**src/rtl/vga_timing_analyzer_if.sv**
```systemverilog
// Sync inputs and timing measurements of the VGA timing analyzer.
// The slave side is the analyzer; the master side drives the syncs and observes the results.
interface vga_timing_analyzer_if;
  logic        hsync_in;
  logic        vsync_in;
  logic [11:0] hcount;
  logic [10:0] vcount;
  logic [11:0] h_total;
  logic [11:0] h_sync_width;
  logic [10:0] v_total;
  logic [10:0] v_sync_width;
  logic        frame_start;
  logic        locked;
  logic        no_signal;

  modport master (
    output hsync_in, vsync_in,
    input  hcount, vcount, h_total, h_sync_width, v_total, v_sync_width,
    input  frame_start, locked, no_signal
  );

  modport slave (
    input  hsync_in, vsync_in,
    output hcount, vcount, h_total, h_sync_width, v_total, v_sync_width,
    output frame_start, locked, no_signal
  );
endinterface

```
**src/rtl/vga_timing_analyzer.sv**
```systemverilog
// Receive-side VGA timing analyzer: measures line/frame timing from incoming
// hsync/vsync, recovers position counters, and reports lock and signal loss.
module vga_timing_analyzer #(
  parameter int unsigned LOCK_FRAMES = 2,
  parameter int unsigned TIMEOUT     = 4000
) (
  input  logic                  clk,
  input  logic                  reset,
  vga_timing_analyzer_if.slave  vid
);

  typedef enum logic [1:0] {SEARCH, ACQUIRE, LOCKED} state_t;

  localparam logic [11:0] TIMEOUT_LAST = 12'(TIMEOUT - 1);
  localparam logic [4:0]  LOCK_TARGET  = 5'(LOCK_FRAMES);

  logic [2:0]  h_pipe, v_pipe;
  logic        h_rise, h_fall, v_rise, v_fall;
  logic [11:0] hcount, h_total, h_sync_width, h_meas;
  logic [10:0] vcount, v_total, v_sync_width, v_width_meas;
  logic        frame_start, locked, no_signal;
  logic        h_seen, h_valid, stable, first_full;
  logic [3:0]  lock_cnt;
  logic        loss, h_mismatch, v_mismatch, frame_pass;
  state_t      state, state_next;

  // Bit 0/1 form the synchronizer, bit 2 is the history flop for edge detection.
  assign h_rise = h_pipe[1] & ~h_pipe[2];
  assign h_fall = ~h_pipe[1] & h_pipe[2];
  assign v_rise = v_pipe[1] & ~v_pipe[2];
  assign v_fall = ~v_pipe[1] & v_pipe[2];

  // Length measured up to and including the current clock, saturating.
  assign h_meas       = (hcount == 12'hFFF) ? 12'hFFF : hcount + 12'd1;
  // A coincident hsync rise at the vsync fall still counts toward the sync width.
  assign v_width_meas = (h_rise && vcount != 11'h7FF) ? vcount + 11'd1 : vcount;

  assign loss       = (hcount == TIMEOUT_LAST) && !h_rise;
  assign h_mismatch = h_rise && (h_meas != h_total);
  assign v_mismatch = v_rise && (vcount != v_total);
  assign frame_pass = stable && (first_full || !v_mismatch);

  // Synchronize both sync inputs into the clock domain and keep one bit of history.
  always_ff @(posedge clk or posedge reset) begin
    if (reset) begin
      h_pipe <= '0;
      v_pipe <= '0;
    end else begin
      h_pipe <= {h_pipe[1:0], vid.hsync_in};
      v_pipe <= {v_pipe[1:0], vid.vsync_in};
    end
  end

  // Horizontal position counter plus line period and hsync width capture.
  always_ff @(posedge clk or posedge reset) begin
    if (reset) begin
      hcount       <= '0;
      h_total      <= '0;
      h_sync_width <= '0;
    end else begin
      if (h_rise)                hcount <= '0;
      else if (hcount != 12'hFFF) hcount <= hcount + 12'd1;
      if (loss) begin
        h_total      <= '0;
        h_sync_width <= '0;
      end else begin
        if (h_rise) h_total      <= h_meas;
        if (h_fall) h_sync_width <= h_meas;
      end
    end
  end

  // Line counter plus frame height and vsync width capture; a coincident hsync edge opens the new frame.
  always_ff @(posedge clk or posedge reset) begin
    if (reset) begin
      vcount       <= '0;
      v_total      <= '0;
      v_sync_width <= '0;
      frame_start  <= 1'b0;
    end else begin
      frame_start <= v_rise;
      if (v_rise)                          vcount <= h_rise ? 11'd1 : 11'd0;
      else if (h_rise && vcount != 11'h7FF) vcount <= vcount + 11'd1;
      if (loss) begin
        v_total      <= '0;
        v_sync_width <= '0;
      end else begin
        if (v_rise) v_total      <= vcount;
        if (v_fall) v_sync_width <= v_width_meas;
      end
    end
  end

  // Track hsync presence; a valid line period needs two rises after (re)start.
  always_ff @(posedge clk or posedge reset) begin
    if (reset) begin
      no_signal <= 1'b1;
      h_seen    <= 1'b0;
      h_valid   <= 1'b0;
    end else if (loss) begin
      no_signal <= 1'b1;
      h_seen    <= 1'b0;
      h_valid   <= 1'b0;
    end else if (h_rise) begin
      no_signal <= 1'b0;
      h_seen    <= 1'b1;
      if (h_seen) h_valid <= 1'b1;
    end
  end

  // Lock state register; locked follows the next state so it moves on the same edge.
  always_ff @(posedge clk or posedge reset) begin
    if (reset) begin
      state  <= SEARCH;
      locked <= 1'b0;
    end else begin
      state  <= state_next;
      locked <= (state_next == LOCKED);
    end
  end

  // Next-state logic; signal loss forces a return to SEARCH from anywhere.
  always_comb begin
    state_next = state;
    case (state)
      SEARCH:  if (v_rise && h_valid) state_next = ACQUIRE;
      ACQUIRE: if (v_rise && frame_pass && ({1'b0, lock_cnt} + 5'd1 >= LOCK_TARGET))
                 state_next = LOCKED;
      LOCKED:  if (h_mismatch || v_mismatch) state_next = ACQUIRE;
      default: state_next = SEARCH;
    endcase
    if (loss) state_next = SEARCH;
  end

  // Frame qualification bookkeeping: stability within a frame and count of good frames.
  always_ff @(posedge clk or posedge reset) begin
    if (reset) begin
      stable     <= 1'b0;
      first_full <= 1'b0;
      lock_cnt   <= '0;
    end else begin
      case (state)
        SEARCH: begin
          if (v_rise && h_valid) begin
            stable     <= 1'b1;
            first_full <= 1'b1;
            lock_cnt   <= '0;
          end
        end
        ACQUIRE: begin
          if (v_rise) begin
            lock_cnt   <= frame_pass ? lock_cnt + 4'd1 : 4'd0;
            stable     <= 1'b1;
            first_full <= 1'b0;
          end else if (h_mismatch) begin
            stable <= 1'b0;
          end
        end
        LOCKED: begin
          if (h_mismatch || v_mismatch) begin
            lock_cnt <= '0;
            stable   <= v_rise;
          end
        end
        default: ;
      endcase
    end
  end

  assign vid.hcount       = hcount;
  assign vid.vcount       = vcount;
  assign vid.h_total      = h_total;
  assign vid.h_sync_width = h_sync_width;
  assign vid.v_total      = v_total;
  assign vid.v_sync_width = v_sync_width;
  assign vid.frame_start  = frame_start;
  assign vid.locked       = locked;
  assign vid.no_signal    = no_signal;

endmodule

```
**src/flat_wrapper.sv**
```systemverilog
// flat-port wrapper written by rule: the top's interface ports become plain ports
module vga_timing_analyzer_flat 
#(
  parameter int unsigned LOCK_FRAMES = 2,
  parameter int unsigned TIMEOUT     = 4000
)
  (clk, reset, vid_hsync_in, vid_vsync_in, vid_hcount, vid_vcount, vid_h_total, vid_h_sync_width, vid_v_total, vid_v_sync_width, vid_frame_start, vid_locked, vid_no_signal);
  vga_timing_analyzer_if vid_i ();
  input  logic clk;
  input  logic reset;
  input wire logic [$bits(vid_i.hsync_in)-1:0] vid_hsync_in;
  input wire logic [$bits(vid_i.vsync_in)-1:0] vid_vsync_in;
  output wire logic [$bits(vid_i.hcount)-1:0] vid_hcount;
  output wire logic [$bits(vid_i.vcount)-1:0] vid_vcount;
  output wire logic [$bits(vid_i.h_total)-1:0] vid_h_total;
  output wire logic [$bits(vid_i.h_sync_width)-1:0] vid_h_sync_width;
  output wire logic [$bits(vid_i.v_total)-1:0] vid_v_total;
  output wire logic [$bits(vid_i.v_sync_width)-1:0] vid_v_sync_width;
  output wire logic [$bits(vid_i.frame_start)-1:0] vid_frame_start;
  output wire logic [$bits(vid_i.locked)-1:0] vid_locked;
  output wire logic [$bits(vid_i.no_signal)-1:0] vid_no_signal;
  assign vid_i.hsync_in = vid_hsync_in;
  assign vid_i.vsync_in = vid_vsync_in;
  assign vid_hcount = vid_i.hcount;
  assign vid_vcount = vid_i.vcount;
  assign vid_h_total = vid_i.h_total;
  assign vid_h_sync_width = vid_i.h_sync_width;
  assign vid_v_total = vid_i.v_total;
  assign vid_v_sync_width = vid_i.v_sync_width;
  assign vid_frame_start = vid_i.frame_start;
  assign vid_locked = vid_i.locked;
  assign vid_no_signal = vid_i.no_signal;
  vga_timing_analyzer #(.LOCK_FRAMES(LOCK_FRAMES), .TIMEOUT(TIMEOUT)) u_core (.clk(clk), .reset(reset), .vid(vid_i));
endmodule
```
**config.mk**
```make
export PLATFORM = sky130hd
export DESIGN_NAME = vga_timing_analyzer_flat
export DESIGN_NICKNAME = d
export VERILOG_FILES = /design/src/rtl/vga_timing_analyzer_if.sv /design/src/rtl/vga_timing_analyzer.sv /design/src/flat_wrapper.sv
export SDC_FILE = /design/constraint.sdc
export NUM_CORES = 1
export LEC_CHECK = 0
export CORE_MARGIN = 3
export CORE_UTILIZATION = 53
export CTS_CLUSTER_SIZE = 30
export DETAILED_ROUTE_END_ITERATION = 8
export PLACE_DENSITY = 0.9
export SLEW_MARGIN = 20
export SYNTH_ARGS = -nofsm -noshare
export SYNTH_HDL_FRONTEND = slang
export SYNTH_SLANG_ARGS = --single-unit
```
**constraint.sdc**
```tcl
create_clock -name clk -period 9.05 [get_ports clk]
set_clock_uncertainty 0.2 [all_clocks]
set_input_delay 1.3575 -clock clk [delete_from_list [all_inputs] [get_ports clk]]
set_output_delay 1.3575 -clock clk [all_outputs]
set_load 0.03 [all_outputs]
```
==> results.md, run 1 <==
- Routed len/inst: 18.59 um
- Initial antenna violation count: 0
- Share of the synthesized area in the top cell type: 48.48%
- Syn_nets: 484
- Hold Crit Start: u_core.h_pipe[0]$_DFF_PP0_
- WHS: 0.1547 ns
- Maximum clock rate: 0.2921 GHz
- Max cap viols: 0
- Hold/Removal Path Class: flop to flop
- Worst Setup EP: u_core.stable$_DFFE_PP0P_
- Nets: 549
- Iteration-0 DRC count of the detailed router: ~260
- Largest net degree at the start of global routing: 66
- Starting Density: ~56%
- Leak: 2.222 nW
- Most common cell in the netlist: dfrtp_1
- Root Driver: clkbuf_8
- CP max FO: 9
- Count of cells resized by post-cts repair: 0
- CP arrival: around 3.5 ns
- Synth area leader: dfrtp_1
- Mapped cell area: 4491 sq um
- Total track usage: 25.68%
- Setup Crit Path Kind: flop to flop
- Final count of pins violating max slew: 0
- Clk slew on worst S/H paths: 0.09 ns
- Routed wire length: 11.98 mm
- Worst Setup Start Kind: flop
- WP data required: 9.09 ns
- I/O pin total: 76
- EDFF count, synth: 0
- Share of layout cells above drive strength 1: 8.303%
- Clk sinks: 88
- Synth Flop Type: dfrtp_1
- Placed cells: 628
- Pre-antenna DRT Iters: 5
- Worst reg-to-reg setup slack: 5.63 ns
- Slew @ Worst Pin: slightly above 1 ns
- Area contributors post-synth: dfrtp_1, nand2_1, xnor2_1, nor2_1, o21ai_0
- Cells after Synth: 472
- Slew headroom: 30.36%
- CORE AREA: ~8000 sq um
- Finished Layout Cells: around 640
- Crit path capture type: flop
- H-tree depth: 3
- Clock buffer count from CTS: 9
- Number of vias per cell: approximately 6
- CTS max path bufs: 2
- Synth Area per Inst: around 9.5 sq um
- Ant diodes: 0
- Final setup vio count: 0
- Sequential area share after synthesis: around 49%
- Worst R2R End: u_core.stable$_DFFE_PP0P_
- Pwr dens: 212.9 nW/um^2
- Post-CTS setup buffer count: 0
- Hold Vio Cnt, Final: 0
- Area growth from synthesis to layout: 22.93%
- Peak VDD IR: 0.1366 mV
- Width of the chip: 98.05 um
- Port bufs: 75
- RSZ-0062 raised after global routing: no
- Die ar.: 9613 sq um
- FF+latch count, synth: 88
- Post-DP HPWL: 8.120 mm
- Worst R2R Start: u_core.vid.hcount[0]$_DFFE_PP0P_
- Final TNS setup: 0 ns
- Grt ovf: 0
- Fin crit period: 3.423 ns
- First-pass GRT wire length: 19.92 mm
- CTS tree: done
- Vias in the first global route: approximately 4000
- Rows: 32
- Tcrit/Tclk final: 37.83%
- Status: complete, no violations
- Reg2Reg Depth: 10
- Synth cell types: 64
- Post-route ant nets: 0
- Via count: 3887
- Synthesis Warnings: 0
- GPL Wtd Cong: 0.8904
- Clock Latency Late Sink: 0.35 ns
- Worst setup startpoint: u_core.vid.hcount[0]$_DFFE_PP0P_
- Die height: roughly 100 um
- Post-synth top cells: dfrtp_1, nand2_1, nor2_1
- Hold_buf cts: 0
- DRC: 0
- Ys async rst share: 100.0%
[metal layers]
metal	up-vias	wire (um)	global-route usage, %
met1	1936	5153	34.83
met3	28	725	6.214
met4	0	274	8.946
li1	1774	-	-
met2	149	5821	40.58
met5	-	0	0
[sequential cells by signal, indices dropped and copies added (netlist names)]
register                 count
u_core.h_pipe                3
u_core.vid.v_total          11
u_core.vid.hcount           12
u_core.h_seen                1
u_core.state                 2
u_core.first_full            1
u_core.h_valid               1
u_core.lock_cnt              4
u_core.vid.no_signal         1
u_core.v_pipe                3
u_core.vid.v_sync_width     11
u_core.vid.locked            1
u_core.vid.h_total          12
u_core.vid.h_sync_width     12
u_core.vid.frame_start       1
u_core.vid.vcount           11
u_core.stable                1
[final cells by class]
class | count | area (sq um)
Clock inverter | 7 | 100.1
Fill cell | 601 | 2447
Tap cell | 102 | 127.6
Multi-Input combinational cell | 343 | 2120
Inverter | 15 | 57.56
Sequential cell | 88 | 2203
Clock buffer | 9 | 123.9
Timing Repair Buffer | 80 | 788.3
[critical path: stages (launching register included)]
cell and delay (ns):
dfrtp_1 0.54, ha_1 0.34, nand2_2 0.17, nor4_4 0.51, nor3_2 0.16, xor2_1 0.17
o2111a_1 0.18, a31oi_2 0.33, nor2_4 0.10, nor4_2 0.26, mux2_1 0.34
[stage by stage]
| step | util [%] | setup slack, ns | power (W) | instance area, sq um |
|---|---|---|---|---|
| final | 69.28 | 5.627 | 0.001175 | 5520 |
| after global routing | 69.28 | 5.402 | 0.001234 | 5520 |
| after CTS | 69.28 | 5.625 | 0.001178 | 5520 |
| after detailed placement | 66.47 | 5.685 | 0.0008712 | 5296 |
| after global placement | 66.47 | 5.750 | 0.0008580 | 5296 |
| after floorplan | - | 5.216 | 0.0007464 | 4491 |
[worst min-delay path by stage]
stage               cells after the start                    endpoint
floorplan                               0  u_core.h_pipe[1]$_DFF_PP0_
global placement                        0  u_core.h_pipe[1]$_DFF_PP0_
detailed placement                      0  u_core.h_pipe[1]$_DFF_PP0_
CTS                                     0  u_core.h_pipe[1]$_DFF_PP0_
global route                            0  u_core.v_pipe[1]$_DFF_PP0_
finish                                  0  u_core.h_pipe[1]$_DFF_PP0_
[cells in the final DEF, fill, tap and decap left out, types with 3 or more instances in the layout]
cell             instances
nor4_1                   3
dfrtp_1                 87
o22ai_1                 13
and2_1                   5
nor2_1                  54
inv_1                   13
a21oi_1                 23
clkdlybuf4s50_1         75
nand3_1                 12
mux2i_1                  4
nand2b_1                 4
nor2b_1                  4
ha_1                     8
o21ai_0                 24
a31oi_1                  4
xnor2_1                 24
a211oi_1                12
inv_6                    3
xor2_1                   9
clkbuf_8                 9
nand2_1                 70
buf_4                    5
nor4_2                   3
nor3_1                   7
nand4_1                 10
[logic make-up after synthesis]
family / after synthesis / share of synthesized area (%)
adder cells (fa/ha/maj): 8 / 2.229
XOR/XNOR: 33 / 6.436
buffers and inverters: 41 / 3.734
multiplexers: 7 / 1.811
AO/OA/AOI/OAI: 100 / 14.38
flip-flops: 88 / 49.07
AND/OR/NAND/NOR: 195 / 22.35
[report_power, final]
part           leakage (nW)  switching, W  internal [W]
sequential             1.14     0.0000628      0.000438
combinational         0.962      0.000209      0.000156
clock                 0.115      0.000150      0.000159
No activity file was read; power rests on OpenSTA's default activity.
==> run 2, diff against run 1 <==
--- a/config.mk
+++ b/config.mk
@@ -6,10 +6,10 @@
 export NUM_CORES = 1
 export LEC_CHECK = 0
 export CORE_MARGIN = 3
-export CORE_UTILIZATION = 53
+export CORE_UTILIZATION = 48
 export CTS_CLUSTER_SIZE = 30
 export DETAILED_ROUTE_END_ITERATION = 8
-export PLACE_DENSITY = 0.9
+export PLACE_DENSITY = 0.86
 export SLEW_MARGIN = 20
 export SYNTH_ARGS = -nofsm -noshare
 export SYNTH_HDL_FRONTEND = slang
==> constraint.sdc (replaced) <==
create_clock -name clk -period 3 [get_ports clk]
set_clock_uncertainty 0.2 [all_clocks]
set_input_delay 0.45 -clock clk [delete_from_list [all_inputs] [get_ports clk]]
set_output_delay 0.45 -clock clk [all_outputs]
set_load 0.03 [all_outputs]
==> run 2 against run 1 <==
  * Power rose to 3.1 times the previous value
  * Clock power rose to 2.9 times the previous value
  * Sequential share of layout area shrank 2.6 points
  * Global-route usage fell by 0.22 points
  * Cell area up 7.3%
  * Routed wire length rose by 7.5%
  * Worst setup slack got worse by 5.5 ns
  * Register-to-register slack lost 5.5 ns
  * Highest routed layer unchanged
==> results.md, run 2 (synthesized netlist as in run 1, its figures left out) <==
- Status: complete, no violations
- Starting Density: 50.51% (-5.9 points)
- I/O pin total: 76 (unchanged)
- Largest stage delay, worst path: 0.51 ns (-0.03 ns)
- Crit path capture type: flop
- GRT Max-Usage Layer: met2
- Pwr dens: 612.8 nW/um^2 (+190%)
- Iteration-0 DRC count of the detailed router: 260 (-0.38%)
- Hold Crit Start: u_core.v_pipe[0]$_DFF_PP0_
- Die height: 102.7 um (+4.8%)
- Rows: 34 (+6.3%)
- Met3 track demand over resource: 4.871% (-1.3 points)
- Post-DP HPWL: 9.076 mm (+12%)
- Largest net degree at the start of global routing: 43 (-35%)
- GR Util met1: 36.11% (+1.3 points)
- Slowest-stage cell, CP: dfrtp_1
- Total track usage: 25.46% (-0.22 points)
- Commonest non-fill, non-tap cell in the layout: dfrtp_1
- Worst path cell trace: and4_1 -> buf_4 -> nand4_1 -> o21ai_0 -> a32oi_1 -> nor4_4 -> a31oi_4 -> nor2_4 -> or2_4 -> mux2_4
- Max cap viols: 0 (unchanged)
- CP max FO: 6 (-3)
- Leak: 2.437 nW (+9.7%)
- Root Driver: clkbuf_8
- First-pass GRT wire length: 20.70 mm (+3.9%)
- Die ar.: 10550 sq um (+9.8%)
- Clk slew on worst S/H paths: 0.09 ns (about the same)
- Worst reg-to-reg setup slack: 0.10 ns (-5.52 ns)
- CTS tree: done
- Final setup margin: 0.1043 ns (-5.522 ns)
- Slew headroom: 46.63% (+16 points)
- Fin crit period: 2.896 ns (-0.5275 ns)
- Vias in the first global route: 4025 (+1.8%)
- WP data required: 3.05 ns (-6.04 ns)
- DRC: 0 (unchanged)
- Grt ovf: 0 (unchanged)
- Final setup vio count: 0 (unchanged)
- Pre-CTS WS: 0.002236 ns (-5.683 ns)
- Worst R2R End: u_core.lock_cnt[1]$_DFFE_PP0P_
- Fillers: 648 (+7.8%)
- Clk sinks: 88 (unchanged)
- Hold EP: u_core.v_pipe[1]$_DFF_PP0_
- Final count of pins violating max slew: 0 (unchanged)
- Hold Vio Cnt, Final: 0 (unchanged)
- Most frequent cells in the layout: dfrtp_1, clkdlybuf4s50_1, nand2_1
- Placed cells: 677 (+7.8%)
- Ant diodes: 0 (unchanged)
- H-tree depth: 3 (unchanged)
- Cell area after layout: 5926 sq um (+7.3%)
- Slew @ Worst Pin: 0.7953 ns (-0.2424 ns)
- Clock buffer count from CTS: 9 (unchanged)
- Largest regs: u_core.vid.h_sync_width (12), u_core.vid.h_total (12), u_core.vid.hcount (12)
- Nets: 592 (+7.8%)
- Share of layout cells above drive strength 1: 17.26% (+9.0 points)
- Initial antenna violation count: 0 (unchanged)
- CORE AREA: 8891 sq um (+12%)
- CTS max path bufs: 2 (unchanged)
- Hold/Removal Path Class: flop to flop
- Reg2Reg Depth: 10 (unchanged)
- Peak VDD IR: 0.3909 mV (+190%)
- Routed len/inst: 18.57 um (-0.12%)
- Port bufs: 75 (unchanged)
- Number of vias per cell: 5.866 (-2.8%)
- Routed wire length: 12.87 mm (+7.5%)
- Clock Latency Late Sink: 0.37 ns (+0.02 ns)
- Post-route ant nets: 0 (unchanged)
- Post-Place Cell Area: 5644 sq um (+6.6%)
- Setup Crit Path Kind: flop to flop
- Tcrit/Tclk final: 96.52% (+59 points)
- Maximum clock rate: 0.3453 GHz (+18%)
- Via count: 4065 (+4.6%)
- GPL Wtd Cong: 0.9687 (+8.8%)
- Worst Setup Start Kind: flop
- CP arrival: 2.95 ns (-0.52 ns)
- Routing usage on met2: 39.32% (-1.3 points)
- Worst R2R Start: u_core.vid.hcount[5]$_DFFE_PP0P_
- Width of the chip: 102.7 um (+4.8%)
- Hold Path Depth: 0 (unchanged)
- Area growth from synthesis to layout: 31.96%
- Post-CTS setup buffer count: 0 (unchanged)
- Finished Layout Cells: 693 (+7.6%)
- Pre-antenna DRT Iters: 6 (+1)
-- run 2: cell count changes in the layout (fill, tap and decap cells not counted), moves of 2 or more --
cell        previous run  this run
clkinv_2               2         0
dfrtp_2                0         5
buf_4                  5        47
dfrtp_1               87        82
clkinvlp_4             0         2
-- run 2: what timing repair did --
action / 4_1_cts / 5_1_grt
pin swaps: 0 / 2
resized for setup: 3 / 12
hold buffers: 0 / 0
setup endpoints to repair: 3 / 7
gates cloned: 0 / 0
-- run 2: how the worst max path moves through the flow --
stage | slack [ns] | to | startpoint | depth (start not counted)
finish | 0.10 | u_core.lock_cnt[1]$_DFFE_PP0P_ | u_core.vid.hcount[5]$_DFFE_PP0P_ | 10
global route | -0.00001 | u_core.lock_cnt[3]$_DFFE_PP0P_ | u_core.vid.hcount[5]$_DFFE_PP0P_ | 10
CTS | 0.06 | u_core.lock_cnt[1]$_DFFE_PP0P_ | u_core.vid.hcount[0]$_DFFE_PP0P_ | 11
detailed placement | 0.002 | u_core.stable$_DFFE_PP0P_ | u_core.vid.hcount[0]$_DFFE_PP0P_ | 10
global placement | -0.009 | u_core.stable$_DFFE_PP0P_ | u_core.vid.hcount[0]$_DFFE_PP0P_ | 10
floorplan | 0.006 | u_core.lock_cnt[0]$_DFFE_PP0P_ | u_core.vid.hcount[0]$_DFFE_PP0P_ | 11
-- run 2: layout make-up --
type | count | area (sq um) | area share [%]
Inverter | 15 | 60.06 | 1.014
Multi-Input combinational cell | 343 | 2185 | 36.87
Tap cell | 108 | 135.1 | 2.280
Clock inverter | 6 | 75.07 | 1.267
Clock buffer | 10 | 137.6 | 2.323
Sequential cell | 88 | 2210 | 37.29
Timing Repair Buffer | 123 | 1124 | 18.96
-- run 2: per-stage QoR --
step / hold slack [ns] / utilization, % / power, W / setup TNS, ns
6_report: 0.1659 / 66.65 / 0.003631 / 0
5_1_grt: 0.1709 / 66.65 / 0.003810 / -0.000009770
4_1_cts: 0.1627 / 66.00 / 0.003601 / 0
3_5_place_dp: 0.1426 / 63.48 / 0.002704 / 0
3_3_place_gp: 0.1336 / 63.48 / 0.002671 / -0.008814
2_1_floorplan: 0.1312 / - / 0.002254 / 0
-- run 2: power by group --
| group | switching (W) | total (W) | internal (W) | leakage [nW] |
|---|---|---|---|---|
| Combinational | 0.000709 | 0.00125 | 0.000542 | 1.19 |
| Sequential | 0.000169 | 0.00150 | 0.00133 | 1.14 |
| Clock | 0.000464 | 0.000885 | 0.000421 | 0.105 |
-- run 2: per-layer routing --
layer / vias up / part of all wire, %
met5: - / 0
met1: 1969 / 44
li1: 1868 / -
met2: 204 / 46
met3: 24 / 7.8
met4: 0 / 1.9
-- run 2: worst max-delay path, delay by kind of cell (launching register included) --
kind	cells	cell delay, ns
muxes	1	0.30
and+or+nand+nor	5	1.16
buffers and inverters	1	0.17
DFF	1	0.51
AOI/OAI and AO/OA	3	0.44
==> run 3, diff against run 2 <==
--- a/config.mk
+++ b/config.mk
@@ -5,8 +5,9 @@
 export SDC_FILE = /design/constraint.sdc
 export NUM_CORES = 1
 export LEC_CHECK = 0
-export CORE_MARGIN = 3
+export CORE_MARGIN = 1
 export CORE_UTILIZATION = 48
+export CTS_CLUSTER_DIAMETER = 120
 export CTS_CLUSTER_SIZE = 30
 export DETAILED_ROUTE_END_ITERATION = 8
 export PLACE_DENSITY = 0.86
==> run 3 against run 2 <==
  * Via count shrank 0.44%
  * Cell area is 1.4% lower
  * Clock-buffer cell count shrank 1
  * Combinational power rose by 3%
  * Critical path depth unchanged
  * Final cell count decreased by 1.3%
  * Worst setup slack lost 0.015 ns
  * Die area fell by 7.6%
==> results.md, run 3 (synthesized netlist as in run 1, its figures left out) <==
- Rows: 34 (unchanged)
- Setup Crit Path Kind: flop to flop
- Area growth from synthesis to layout: 30.06%
- Grt ovf: 0 (unchanged)
- Tcrit/Tclk final: 97.04% (+0.52 points)
- CP max FO: 7 (+1)
- Starting Density: 50.51% (unchanged)
- Clk slew on worst S/H paths: 0.09 ns (about the same)
- Port bufs: 75 (unchanged)
- Root Driver: clkbuf_8
- Largest stage delay, worst path: 0.48 ns (-0.03 ns)
- Leak: 2.374 nW (-2.6%)
- First-pass GRT wire length: 20.08 mm (-3.0%)
- Width of the chip: 98.72 um (-3.9%)
- Final count of pins violating max slew: 0 (unchanged)
- Post-Place Cell Area: 5562 sq um (-1.5%)
- Reg2Reg Depth: 10 (unchanged)
- Hold EP: u_core.v_pipe[1]$_DFF_PP0_
- Clk sinks: 88 (unchanged)
- Commonest non-fill, non-tap cell in the layout: dfrtp_1
- Fin crit period: 2.911 ns (+0.01547 ns)
- Max cap viols: 0 (unchanged)
- Final setup vio count: 0 (unchanged)
- Gate power share: 35.7% (+1.3 points)
- Clock buffer count from CTS: 9 (unchanged)
- Routed len/inst: 18.24 um (-1.8%)
- Worst path cell trace: and4_2 -> buf_4 -> a41oi_2 -> xnor2_2 -> a21oi_1 -> o2111a_1 -> a31oi_4 -> nor2_4 -> nor4_2 -> mux2_1
- Finished Layout Cells: 684 (-1.3%)
- Most frequent cells in the layout: dfrtp_1, clkdlybuf4s50_1, nand2_1
- Cell area after layout: 5841 sq um (-1.4%)
- Vias in the first global route: 3955 (-1.7%)
- Largest net degree at the start of global routing: 89 (+110%)
- Nets: 583 (-1.5%)
- Hold Path Depth: 0 (unchanged)
- NetSw: 0.001347 W (+0.35%)
- Fillers: 666 (+2.8%)
- Power consumption: 0.003619 W (-0.35%)
- CORE AREA: 8891 sq um (unchanged)
- Routed wire length: 12.47 mm (-3.1%)
- Slew headroom: 46.92% (+0.30 points)
- Pre-antenna DRT Iters: 6 (unchanged)
- Final TNS setup: 0 ns (unchanged)
- WP data required: 3.04 ns (about the same)
- GPL Wtd Cong: 0.9686 (about the same)
- H-tree depth: 3 (unchanged)
- CTS max path bufs: 2 (unchanged)
- CTS tree: done
- DRC: 0 (unchanged)
- Worst R2R Start: u_core.vid.hcount[6]$_DFFE_PP0P_
- Post-DP HPWL: 8.860 mm (-2.4%)
- I/O pin total: 76 (unchanged)
- Total track usage: 26.57% (+1.1 points)
- Hold Crit Start: u_core.v_pipe[0]$_DFF_PP0_
- Die height: 98.72 um (-3.9%)
- CP arrival: 2.95 ns (about the same)
- Via count: 4047 (-0.44%)
- Post-route ant nets: 0 (unchanged)
- Sw Share: 37.22% (+0.26 points)
- Status: complete, no violations
- Die ar.: 9746 sq um (-7.6%)
- Share of layout cells above drive strength 1: 16.84% (-0.42 points)
- Number of vias per cell: 5.917 (+0.87%)
- Initial antenna violation count: 0 (unchanged)
- Worst Setup Start Kind: flop
- Worst reg-to-reg setup slack: 0.09 ns (-0.02 ns)
- Hold Vio Cnt, Final: 0 (unchanged)
- Iteration-0 DRC count of the detailed router: 253 (-2.7%)
- Maximum clock rate: 0.3435 GHz (-0.53%)
- Ant diodes: 0 (unchanged)
- Int Power: 0.002272 W (-0.76%)
- Slowest-stage cell, CP: dfrtp_2
- Crit path capture type: flop
- Placed cells: 666 (-1.6%)
- Worst R2R End: u_core.stable$_DFFE_PP0P_
- Slew @ Worst Pin: 0.7909 ns (-0.004399 ns)
- Largest regs: u_core.vid.h_sync_width (12), u_core.vid.h_total (12), u_core.vid.hcount (12)
- Clock Latency Late Sink: 0.36 ns (about the same)
- Sequential power share: 41.1% (about the same)
- Clock Power Share: 23.3% (-1.1 points)
- Peak VDD IR: 0.3619 mV (-7.4%)
- Hold/Removal Path Class: flop to flop
- Pwr dens: 619.5 nW/um^2 (+1.1%)
-- run 3: changes by cell type in the layout (fill, tap and decap cells not counted), moves of 2 or more --
cell,change
dfrtp_2,+5
dfrtp_1,-5
buf_4,-9
clkinv_2,+2
nor3_2,+2
-- run 3: cell type report --
type	count	area (sq um)	area share [%]
multi-input combinational	343	2173	37.21
clock buffer	9	123.9	2.121
clock inverter	7	76.32	1.307
inverter	15	60.06	1.028
timing repair buffer	114	1056	18.08
sequential	88	2216	37.94
tap	108	135.1	2.314
-- run 3: how the worst max path moves through the flow --
| stage | from | slack (ns) | depth (start not counted) | end |
|---|---|---|---|---|
| after global placement | u_core.vid.hcount[0]$_DFFE_PP0P_ | -0.02 | 10 | u_core.stable$_DFFE_PP0P_ |
| final | u_core.vid.hcount[6]$_DFFE_PP0P_ | 0.09 | 10 | u_core.stable$_DFFE_PP0P_ |
| after floorplan | u_core.vid.hcount[0]$_DFFE_PP0P_ | 0.006 | 11 | u_core.lock_cnt[0]$_DFFE_PP0P_ |
| after global routing | u_core.vid.hcount[3]$_DFFE_PP0P_ | -0.008 | 9 | u_core.lock_cnt[1]$_DFFE_PP0P_ |
| after CTS | u_core.vid.hcount[0]$_DFFE_PP0P_ | 0.02 | 10 | u_core.lock_cnt[1]$_DFFE_PP0P_ |
| after detailed placement | u_core.vid.hcount[0]$_DFFE_PP0P_ | -0.15 | 10 | u_core.stable$_DFFE_PP0P_ |
-- run 3: critical path: cells and delay by family, from the launching register on --
kind	cells	cell delay (ns)
buffers and inverters	1	0.16
and+or+nand+nor	3	0.67
muxes	1	0.36
xor gates and xnor gates	1	0.18
DFF	1	0.48
AOI/OAI and AO/OA	4	0.74
-- run 3: power groups by stage --
stage          logic, W  clock network [W]  registers, W
2_1_floorplan  0.000584                  0       0.00167
3_3_place_gp    0.00118                  0       0.00149
3_5_place_dp    0.00122                  0       0.00150
4_1_cts         0.00123           0.000854       0.00148
5_1_grt         0.00138           0.000892       0.00150
6_report        0.00129           0.000841       0.00149
-- run 3: what timing repair did --
| action | in CTS | in global routing |
|---|---|---|
| setup endpoints to repair | 5 | 6 |
| gates resized for setup | 7 | 14 |
| hold buffers | 0 | 0 |
| pin swaps | 1 | 3 |
| buffers inserted | 0 | 2 |
-- run 3: layer usage --
| layer | vias to the layer above | global-route usage [%] | part of all wire [%] |
|---|---|---|---|
| li1 | 1851 | - | - |
| met1 | 2024 | 36.99 | 44 |
| met2 | 153 | 41.87 | 48 |
| met3 | 19 | 4.255 | 6.7 |
| met4 | 0 | 10.68 | 1.7 |
| met5 | - | 0 | 0 |
-- run 3: per-stage QoR --
step	utilization, %	hold slack, ns	setup WS [ns]
after floorplan	-	0.1312	0.006237
after global placement	62.55	0.1332	-0.01811
after detailed placement	62.55	0.1469	-0.1456
after CTS	64.97	0.1740	0.01656
after global routing	65.69	0.1843	-0.007824
final	65.69	0.1729	0.08883
